$ cat config.mk
export PLATFORM = sky130hd
export DESIGN_NAME = pixel_arbiter
export DESIGN_NICKNAME = d
export VERILOG_FILES = /design/src/rtl/pixel_arb_pkg.sv /design/src/rtl/pixel_arbiter_arb_select.sv /design/src/rtl/pixel_arbiter.sv
export SDC_FILE = /design/constraint.sdc
export NUM_CORES = 1
export LEC_CHECK = 0
export CAP_MARGIN = 25
export CORE_MARGIN = 4
export CORE_UTILIZATION = 44
export CTS_CLUSTER_SIZE = 20
export DETAILED_ROUTE_END_ITERATION = 6
export HOLD_SLACK_MARGIN = 0.06
export PLACE_DENSITY = 0.78
export SKIP_CTS_REPAIR_TIMING = 1
export SLEW_MARGIN = 20
export SYNTH_ARGS = -nofsm -noshare
export SYNTH_HDL_FRONTEND = slang
export SYNTH_SLANG_ARGS = --single-unit
$ cat constraint.sdc
create_clock -name clk -period 2.36 [get_ports clk]
set_input_delay 0.236 -clock clk [delete_from_list [all_inputs] [get_ports clk]]
set_output_delay 0.236 -clock clk [all_outputs]
set_load 0.005 [all_outputs]
$ cat src/rtl/pixel_arb_pkg.sv
// Shared types and constants for the pixel arbiter: FSM encoding,
// requester slot indices and colour width.
package pixel_arb_pkg;

    typedef enum logic [1:0] {
        IDLE       = 2'd0,
        ISSUE      = 2'd1,
        WAIT_START = 2'd2,
        WAIT_DONE  = 2'd3
    } state_t;

    localparam int REQ_RESTORE  = 0;
    localparam int REQ_FILL     = 1;
    localparam int REQ_FREEHAND = 2;

    localparam int COLOR_W = 3;

endpackage

$ cat src/rtl/pixel_arbiter_arb_select.sv
// Combinational winner selection: eligible mask -> one-hot winner and index.
// Fixed lowest-index priority, or round-robin from ptr_i when PIXEL_ARB_RR_EN is defined.
module arb_select #(
    parameter int N_REQ = 3,
    parameter int IW    = 2
) (
    input  logic [N_REQ-1:0] elig_i,
`ifdef PIXEL_ARB_RR_EN
    input  logic [IW-1:0]    ptr_i,
`endif
    output logic [N_REQ-1:0] win_oh_o,
    output logic [IW-1:0]    win_idx_o
);

`ifdef PIXEL_ARB_RR_EN
    int   j;
    logic found;

    // Walk the ring starting at the pointer; first eligible slot wins.
    always_comb begin
        win_oh_o  = '0;
        win_idx_o = '0;
        found     = 1'b0;
        j         = 0;
        for (int k = 0; k < N_REQ; k++) begin
            j = (int'(ptr_i) + k) % N_REQ;
            if (!found && elig_i[j]) begin
                found       = 1'b1;
                win_oh_o[j] = 1'b1;
                win_idx_o   = IW'(j);
            end
        end
    end
`else
    // Scan high to low so the lowest eligible index is the last write.
    always_comb begin
        win_oh_o  = '0;
        win_idx_o = '0;
        for (int i = N_REQ - 1; i >= 0; i--) begin
            if (elig_i[i]) begin
                win_oh_o    = '0;
                win_oh_o[i] = 1'b1;
                win_idx_o   = IW'(i);
            end
        end
    end
`endif

endmodule

$ cat src/rtl/pixel_arbiter.sv
// Shares the packet generator between restore, fill and freehand pixel sources.
// Optional round-robin selection under PIXEL_ARB_RR_EN; default is fixed priority.
module pixel_arbiter
    import pixel_arb_pkg::*;
#(
    parameter int N_REQ      = 3,
    parameter int CW         = 8,
    parameter int START_WAIT = 2
) (
    input  logic                     clk,
    input  logic                     rst_n,
    input  logic [N_REQ-1:0]         req_valid,
    input  logic [N_REQ-1:0]         req_lock,
    input  logic [N_REQ*CW-1:0]      req_x,
    input  logic [N_REQ*CW-1:0]      req_y,
    input  logic [N_REQ*COLOR_W-1:0] req_color,
    output logic [N_REQ-1:0]         req_ready,
    output logic                     dn_trigger,
    output logic [CW-1:0]            dn_x,
    output logic [CW-1:0]            dn_y,
    output logic [COLOR_W-1:0]       dn_color,
    input  logic                     dn_busy,
    output logic [1:0]               grant_id,
    output logic                     arb_busy,
    output logic [15:0]              pix_count
);

    localparam int IW = (N_REQ > 1) ? $clog2(N_REQ) : 1;

    state_t             state_q, state_d;
    logic [N_REQ-1:0]   ready_q, ready_d;
    logic               trig_q, trig_d;
    logic [CW-1:0]      x_q, x_d, y_q, y_d;
    logic [COLOR_W-1:0] col_q, col_d;
    logic [1:0]         grant_q, grant_d;
    logic [15:0]        cnt_q, cnt_d;
    logic               park_q, park_d;
    logic [3:0]         wait_q, wait_d;
`ifdef PIXEL_ARB_RR_EN
    logic [IW-1:0]      ptr_q, ptr_d;
`endif

    logic [N_REQ-1:0]   gnt_oh, elig, win_oh;
    logic [IW-1:0]      win_idx;
    logic               lock_cur, park_eff;

    assign gnt_oh   = N_REQ'(1) << grant_q;
    assign lock_cur = |(req_lock & gnt_oh);
    // A parked grant releases the moment its owner drops the lock.
    assign park_eff = park_q & lock_cur;
    assign elig     = park_eff ? (req_valid & gnt_oh) : req_valid;

    arb_select #(.N_REQ(N_REQ), .IW(IW)) u_sel (
        .elig_i    (elig),
`ifdef PIXEL_ARB_RR_EN
        .ptr_i     (ptr_q),
`endif
        .win_oh_o  (win_oh),
        .win_idx_o (win_idx)
    );

    always_comb begin
        state_d = state_q;
        ready_d = '0;
        trig_d  = 1'b0;
        x_d     = x_q;
        y_d     = y_q;
        col_d   = col_q;
        grant_d = grant_q;
        cnt_d   = cnt_q;
        park_d  = park_q;
        wait_d  = wait_q;
`ifdef PIXEL_ARB_RR_EN
        ptr_d   = ptr_q;
`endif
        case (state_q)
            IDLE: begin
                park_d = park_eff;
                if (|elig) begin
                    for (int i = 0; i < N_REQ; i++) begin
                        if (win_oh[i]) begin
                            x_d   = req_x[i*CW +: CW];
                            y_d   = req_y[i*CW +: CW];
                            col_d = req_color[i*COLOR_W +: COLOR_W];
                        end
                    end
                    grant_d = 2'(win_idx);
                    ready_d = win_oh;
                    cnt_d   = cnt_q + 16'd1;
                    state_d = ISSUE;
`ifdef PIXEL_ARB_RR_EN
                    if (!park_eff)
                        ptr_d = (win_idx == IW'(N_REQ - 1)) ? '0 : win_idx + 1'b1;
`endif
                end
            end
            ISSUE: begin
                trig_d  = 1'b1;
                wait_d  = '0;
                state_d = WAIT_START;
            end
            WAIT_START: begin
                // Busy already high here (even stale) counts as burst start.
                if (dn_busy) begin
                    state_d = WAIT_DONE;
                end else if (wait_q == 4'(START_WAIT)) begin
                    state_d = IDLE;
                    park_d  = lock_cur;
                end else begin
                    wait_d = wait_q + 4'd1;
                end
            end
            WAIT_DONE: begin
                if (!dn_busy) begin
                    state_d = IDLE;
                    park_d  = lock_cur;
                end
            end
            default: state_d = IDLE;
        endcase
    end

    always_ff @(posedge clk) begin
        if (!rst_n) begin
            state_q <= IDLE;
            ready_q <= '0;
            trig_q  <= 1'b0;
            x_q     <= '0;
            y_q     <= '0;
            col_q   <= '0;
            grant_q <= '0;
            cnt_q   <= '0;
            park_q  <= 1'b0;
            wait_q  <= '0;
`ifdef PIXEL_ARB_RR_EN
            ptr_q   <= '0;
`endif
        end else begin
            state_q <= state_d;
            ready_q <= ready_d;
            trig_q  <= trig_d;
            x_q     <= x_d;
            y_q     <= y_d;
            col_q   <= col_d;
            grant_q <= grant_d;
            cnt_q   <= cnt_d;
            park_q  <= park_d;
            wait_q  <= wait_d;
`ifdef PIXEL_ARB_RR_EN
            ptr_q   <= ptr_d;
`endif
        end
    end

    assign req_ready  = ready_q;
    assign dn_trigger = trig_q;
    assign dn_x       = x_q;
    assign dn_y       = y_q;
    assign dn_color   = col_q;
    assign grant_id   = grant_q;
    assign arb_busy   = (state_q != IDLE);
    assign pix_count  = cnt_q;

endmodule
After elaboration in Yosys (flattened, before gate mapping)
Index checks and enable logic that the tools add are counted.
{"block": "word_totals", "elab_cells": 68, "regBits": 48, "output_inout_bits": 42}
{"block": "classes", "n_bitwise": 3, "n_addsub": 2, "n_eq_ne": 10, "muxes": 29, "reduce_logical": 13, "shift": 1}
{"op": "8-bit two-way mux", "count": 6}
{"op": "3-bit two-way mux", "count": 7}
{"op": "16-bit by 1-bit adder with 16-bit output (second input constant)", "count": 1}
{"op": "2-bit two-way mux", "count": 7}
{"op": "3-bit AND reduction", "count": 4}
{"op": "2-bit inequality test (second input constant)", "count": 5}
{"op": "4-bit two-way mux", "count": 2}
{"op": "2-bit case mux with 4 select lines", "count": 1}
{"op": "4-bit case mux with 2 select lines", "count": 1}
{"op": "3-bit AND", "count": 2}
{"op": "3-bit nonzero test", "count": 2}
{"op": "3-bit OR reduction", "count": 2}
{"op": "4-bit by 1-bit adder with 4-bit output (second input constant)", "count": 1}
{"op": "2-bit == test (second input constant)", "count": 2}
{"op": "4-bit by 2-bit == test with 1-bit output (second input constant)", "count": 1}
{"op": "1-bit two-way mux", "count": 4}
{"op": "4-bit AND reduction", "count": 1}
{"op": "2-bit nonzero test", "count": 2}
{"op": "3-bit inequality test (second input constant)", "count": 1}
{"op": "1-bit case mux with 3 select lines", "count": 1}
{"op": "1-bit by 2-bit << shifter with 3-bit output (first input constant)", "count": 1}
{"op": "2-bit by 1-bit == test with 1-bit output (second input constant)", "count": 1}
{"op": "2-bit zero test", "count": 1}
{"op": "2-bit AND reduction", "count": 1}
{"op": "1-bit AND", "count": 1}

Depth between registers and ports, before layout
{"block": "depth", "ltp_word": 11, "ltp_mapped": 9, "ltp_nobuf": 7}

By module
A second synthesis with hierarchy kept.
{"block": "hier_totals", "cells_unflattened": 338, "hier_area_um2": 2753.9}
{"mod": "pixel_arbiter", "area_per_inst_um2": 2712.6, "n_inst": 1, "cells_each": 333}
{"mod": "arb_select", "area_per_inst_um2": 41.3, "n_inst": 1, "cells_each": 5}

Least setup slack after synthesis
Ideal clock, no wire load.
{"block": "synth_timing", "kind": "register to register", "from": "register grant_q[0], in the netlist grant_id[0]", "to": "register x_q[7], in the netlist dn_x[7]", "arrival_ps": 1828, "path_slack_ps": 406, "setup_time_ps": 125, "period_less_slack_ps": 1954, "t_required_ps": 2235, "stages_incl_launch_ff": 8, "path_cell_list": "dfxtp_1 > buf_6 > mux2_4 > mux2_2 > o22ai_2 > buf_6 > mux2i_1 > o221ai_2"}
{"block": "synth_between", "elab_chain_cells": 10, "elab_cells_between_ends": 14, "classes_between": "shift: 1; mux: 6; bitwise: 3; reduce/logical: 4"}
{"element": "start, declared", "line": "pixel_arbiter.sv:35", "text": "logic [1:0] grant_q, grant_d;"}
{"element": "start signal, assigned", "line": "pixel_arbiter.sv:145", "text": "grant_q <= grant_d;"}
{"element": "1-bit by 2-bit << shifter with 3-bit output *", "line": "pixel_arbiter.sv:47", "text": "assign gnt_oh = N_REQ'(1) << grant_q;"}
{"element": "3-bit AND", "line": "pixel_arbiter.sv:48", "text": "assign lock_cur = |(req_lock & gnt_oh);"}
{"element": "3-bit OR reduction", "line": "pixel_arbiter.sv:48"}
{"element": "1-bit AND", "line": "pixel_arbiter.sv:50", "text": "assign park_eff = park_q & lock_cur;"}
{"element": "3-bit two-way mux *", "line": "pixel_arbiter.sv:51", "text": "assign elig = park_eff ? (req_valid & gnt_oh) : req_valid;"}
{"element": "3-bit two-way mux (3 in a row)", "line": "pixel_arbiter_arb_select.sv:40", "text": "if (elig_i[i]) begin"}
{"element": "3-bit nonzero test (no source line)"}
{"element": "3-bit AND reduction (no source line)"}
{"element": "end signal, assigned", "line": "pixel_arbiter.sv:128", "text": "x_q <= '0;"}
{"element": "end signal, assigned", "line": "pixel_arbiter.sv:142", "text": "x_q <= x_d;"}
{"element": "end, declared", "line": "pixel_arbiter.sv:33", "text": "logic [CW-1:0] x_q, x_d, y_q, y_d;"}
Every way passes the cells marked *; elsewhere a longest branch is shown, timed or not.
A chain may end at the register's enable or synchronous reset.

Worst setup path in the final report
{"block": "layout_timing", "from": "register grant_q[0], in the netlist grant_id[0]", "to": "register grant_q[0], in the netlist grant_id[0]"}
{"block": "layout_between", "elab_chain_cells": 7, "elab_cells_between_ends": 10, "classes_between": "shift: 1; mux: 3; bitwise: 3; reduce/logical: 3"}
{"element": "1-bit by 2-bit << shifter with 3-bit output *", "line": "pixel_arbiter.sv:47"}
{"element": "3-bit AND", "line": "pixel_arbiter.sv:48"}
{"element": "3-bit OR reduction", "line": "pixel_arbiter.sv:48"}
{"element": "1-bit AND", "line": "pixel_arbiter.sv:50"}
{"element": "3-bit two-way mux *", "line": "pixel_arbiter.sv:51"}
{"element": "3-bit OR reduction or 2-bit two-way mux (tied branches)", "line": "pixel_arbiter.sv:79, pixel_arbiter_arb_select.sv:40"}
{"element": "2-bit AND reduction (no source line) or 2-bit two-way mux (tied branches)"}
Marks and branches as above.

==> flow_metrics.tcl <==
set metrics [dict create \
    outcome "complete, no violations" \
    grt_max_degree 48 \
    worst-path-stages 7 \
    first_global_vias 2412 \
    cp_slowest_cell "sky130_fd_sc_hd__dfxtp_1" \
    critPathBufInv 2 \
    hp-start "dn_y[0]" \
    power.ir.vdd_worst_uv 386 \
    cp-startpoint "grant_id[0]" \
    floorplan.rows 28 \
    grt_util_met2 0.306 \
    ys_ff_latch 48 \
    grt_antenna_before_repair 0 \
    antenna_left 0 \
    drcViolationCount 0 \
    die_width_um 87.2 \
    timing.critical_path.to_type "flip-flop" \
    endpoint "grant_id[0]" \
    drv_slew 0 \
    grt_use_met1 0.254 \
    detailedRoute.firstIterationViolations 95 \
    syn-mean-instance-area_um2 9.58 \
    design.core.area_um2 5990 \
    grt_pass1_wl_um 11600 \
    crit_path_start_kind "flip-flop" \
    io_buffers 107 \
    tritonroute_pass_1_iters 4 \
    floorplan.die_area_um2 7600 \
    clock_sinks 48 \
    r2r_start "grant_id[0]" \
    worst_slew_margin_rel 0.579 \
    skew_ns 0.00541 \
    fp.dieH_um 87.2 \
    wp_data_arrival_ns 2.27 \
    ctsRootBufferMaster "sky130_fd_sc_hd__clkbuf_8" \
    tightestPinTransition_ns 0.629 \
    fin_setup_tns_ns 0 \
    routed_wl_um 7340 \
    synth_fp_nets 361 \
    drv_cap 0 \
    yosysWarnings 0 \
    critical_path.max_fanout 31 \
    final_hold_vio_count 0 \
    clock_insertion_delay_at_the_later_pin_of_the_skew_report_ns 0.29 \
    fin_crit_ns 2.08 \
    yosys.area.top_type_share 0.348 \
    fmaxAchievable_ghz 0.481 \
    htreeDepth 2 \
    grt_usage 0.188 \
    power.leakage_nw 1.35 \
    global_route.peak_usage_layer "met2" \
    synth.largest_area_cell "sky130_fd_sc_hd__dfxtp_1" \
    clk_transition_reported_paths_ns 0.09 \
    initial_utilization 0.461 \
    worst-r2r-setup-slack_ns 0.28 \
    synth.yosys.seq_area_share 0.348 \
    gp_routability_congestion 0.889 \
    route.detailed.vias_per_inst 5.52 \
    post_route_cells_drive_above_1_share 0.0951 \
    num-nets-final 461 \
    tritoncts "yes" \
    post_synth_instance_area_um2 2760 \
    timing.critical_path.slowest_cell_delay_ns 0.43 \
    pin_count 108 \
    p_per_area_nw_per_um2 650 \
    reg2regPathDepth 7 \
    hold_path.class "reg -> reg" \
    vias 2563 \
    p_total_mw 2.51 \
    grt-ovfl-total 0 \
    wire_per_inst_um 15.8 \
    final_cell_area_um2 3870 \
    syn2layout_area_growth_pct 40.1 \
    synth_top_cells_by_area "sky130_fd_sc_hd__dfxtp_1 (35%), sky130_fd_sc_hd__mux2i_1 (8.7%), sky130_fd_sc_hd__nand3_1 (8.2%), sky130_fd_sc_hd__o221ai_2 (5.4%), sky130_fd_sc_hd__clkbuf_8 (4.5%)" \
    dpl-instance-area_um2 3780 \
    grt_util_met3 0.0397 \
    cpLargestDelayFamily "multiplexers" \
    rsz0062_at_grt "false" \
    numCtsBuffers 5 \
    timing.final.crit_share 0.882 \
    synthCells 288 \
    worst_ep_required_time_ns 2.54 \
    dp.final_hpwl_um 5340 \
    critPathKind "reg -> reg" \
    setup_viol_count_final 0 \
    critical_path.cell_chain "buf_4 -> mux2i_1 -> o21ai_4 -> o211ai_4 -> buf_4 -> mux2i_1 -> nor2_1" \
    clock_path_buffers 2 \
    antenna_cells 0 \
    r2r_end "grant_id[0]" \
    synth_cell_type_count 51 \
]
state kept, by name (all words and copies together), names as in the netlist:
| signal | flops |
|---|---|
| pix_count | 16 |
| grant_id | 2 |
| park_q | 1 |
| dn_trigger | 1 |
| state_q | 2 |
| dn_x | 8 |
| dn_y | 8 |
| req_ready | 3 |
| wait_q | 4 |
| dn_color | 3 |
placed cells by master (no fill, tap or decap), drive strengths merged, types with 2 or more instances in the layout:
| master | instances |
|---|---|
| and2 | 3 |
| mux2 | 2 |
| dfxtp | 48 |
| nand2b | 4 |
| xor2 | 3 |
| inv | 10 |
| or3 | 5 |
| buf | 9 |
| ha | 7 |
| nand3 | 45 |
| and2b | 2 |
| o31ai | 9 |
| clkdlybuf4s50 | 107 |
| o211ai | 2 |
| or4 | 10 |
| a211oi | 2 |
| nor2 | 14 |
| o21ai | 7 |
| nor3 | 2 |
| o221ai | 19 |
| a31oi | 3 |
| a21oi | 15 |
| nor3b | 2 |
| nand2 | 9 |
| nand4 | 4 |
| mux2i | 24 |
| clkbuf | 8 |
| and3 | 2 |
| nand3b | 2 |
per-layer routing:
layer / part of all wire / up-vias
met5: 0 / -
met4: 0.0095 / 0
met3: 0.067 / 5
met2: 0.49 / 83
met1: 0.44 / 1189
li1: - / 1286
cell usage after synthesis, drive strengths merged:
cell type,count
mux2i,24
o32ai,1
nand3,45
o31ai,9
a211oi,2
nor4,1
or2,1
nand2,9
o21ai,7
nand4,4
ha,7
nand2b,4
mux2,2
dfxtp,48
o211ai,2
clkbuf,13
or3,5
a31oi,3
and2,3
nor3b,2
nor3,2
o22ai,1
inv,10
and4,1
nand3b,2
o21a,1
a211o,1
or4,10
and3,2
and2b,2
o221a,1
a2111oi,1
a21oi,15
and4b,1
nor2,14
xor2,3
o221ai,19
buf,10
worst register-to-register path, delay by kind of cell, from the launching register on:
kind	cells	cell delay, ns
flip-flops	1	0.43
AND/OR/NAND/NOR	1	0.05
multiplexers	2	0.59
buffers and inverters	2	0.58
AO/OA/AOI/OAI	2	0.32
cells by family after synthesis:
| family | synth area share |
|---|---|
| adder cells (fa/ha/maj) | 0.0317 |
| flip-flops | 0.348 |
| AO/OA/AOI/OAI | 0.199 |
| buffers and inverters | 0.101 |
| multiplexers | 0.0966 |
| XOR/XNOR | 0.00952 |
| AND/OR/NAND/NOR | 0.214 |
per-stage QoR:
step | instances | setup WS [ns] | hold slack [ns] | utilization
after floorplan | 288 | 0.406 | 0.377 | -
after global placement | 456 | 0.191 | 0.465 | 0.631
after detailed placement | 456 | 0.147 | 0.475 | 0.631
after CTS | 464 | 0.301 | 0.501 | 0.646
after global routing | 464 | 0.188 | 0.530 | 0.646
final | 464 | 0.279 | 0.495 | 0.646
cell type report:
cell class                 count  area, um^2
multi-input combinational    207        1520
inverter                      10        37.5
fill                         516        2120
tap                           75        93.8
clock buffer                   8        90.1
timing repair buffer         116        1160
sequential                    48         961
how the worst min path moves through the flow:
stage,cells past startpoint,slack (ns),to
CTS,2,0.50,pix_count[15]
global route,2,0.53,pix_count[13]
global placement,2,0.47,dn_y[3]
finish,2,0.50,dn_y[0]
detailed placement,2,0.48,dn_color[1]
floorplan,2,0.38,req_ready[0]
report_power, final:
| part | internal, mW | switching (mW) | leakage, nW |
|---|---|---|---|
| clock network | 0.239 | 0.256 | 0.0455 |
| logic | 0.530 | 0.475 | 0.915 |
| registers | 0.927 | 0.0859 | 0.392 |
Note: power is estimated with default switching activity, not from simulation.
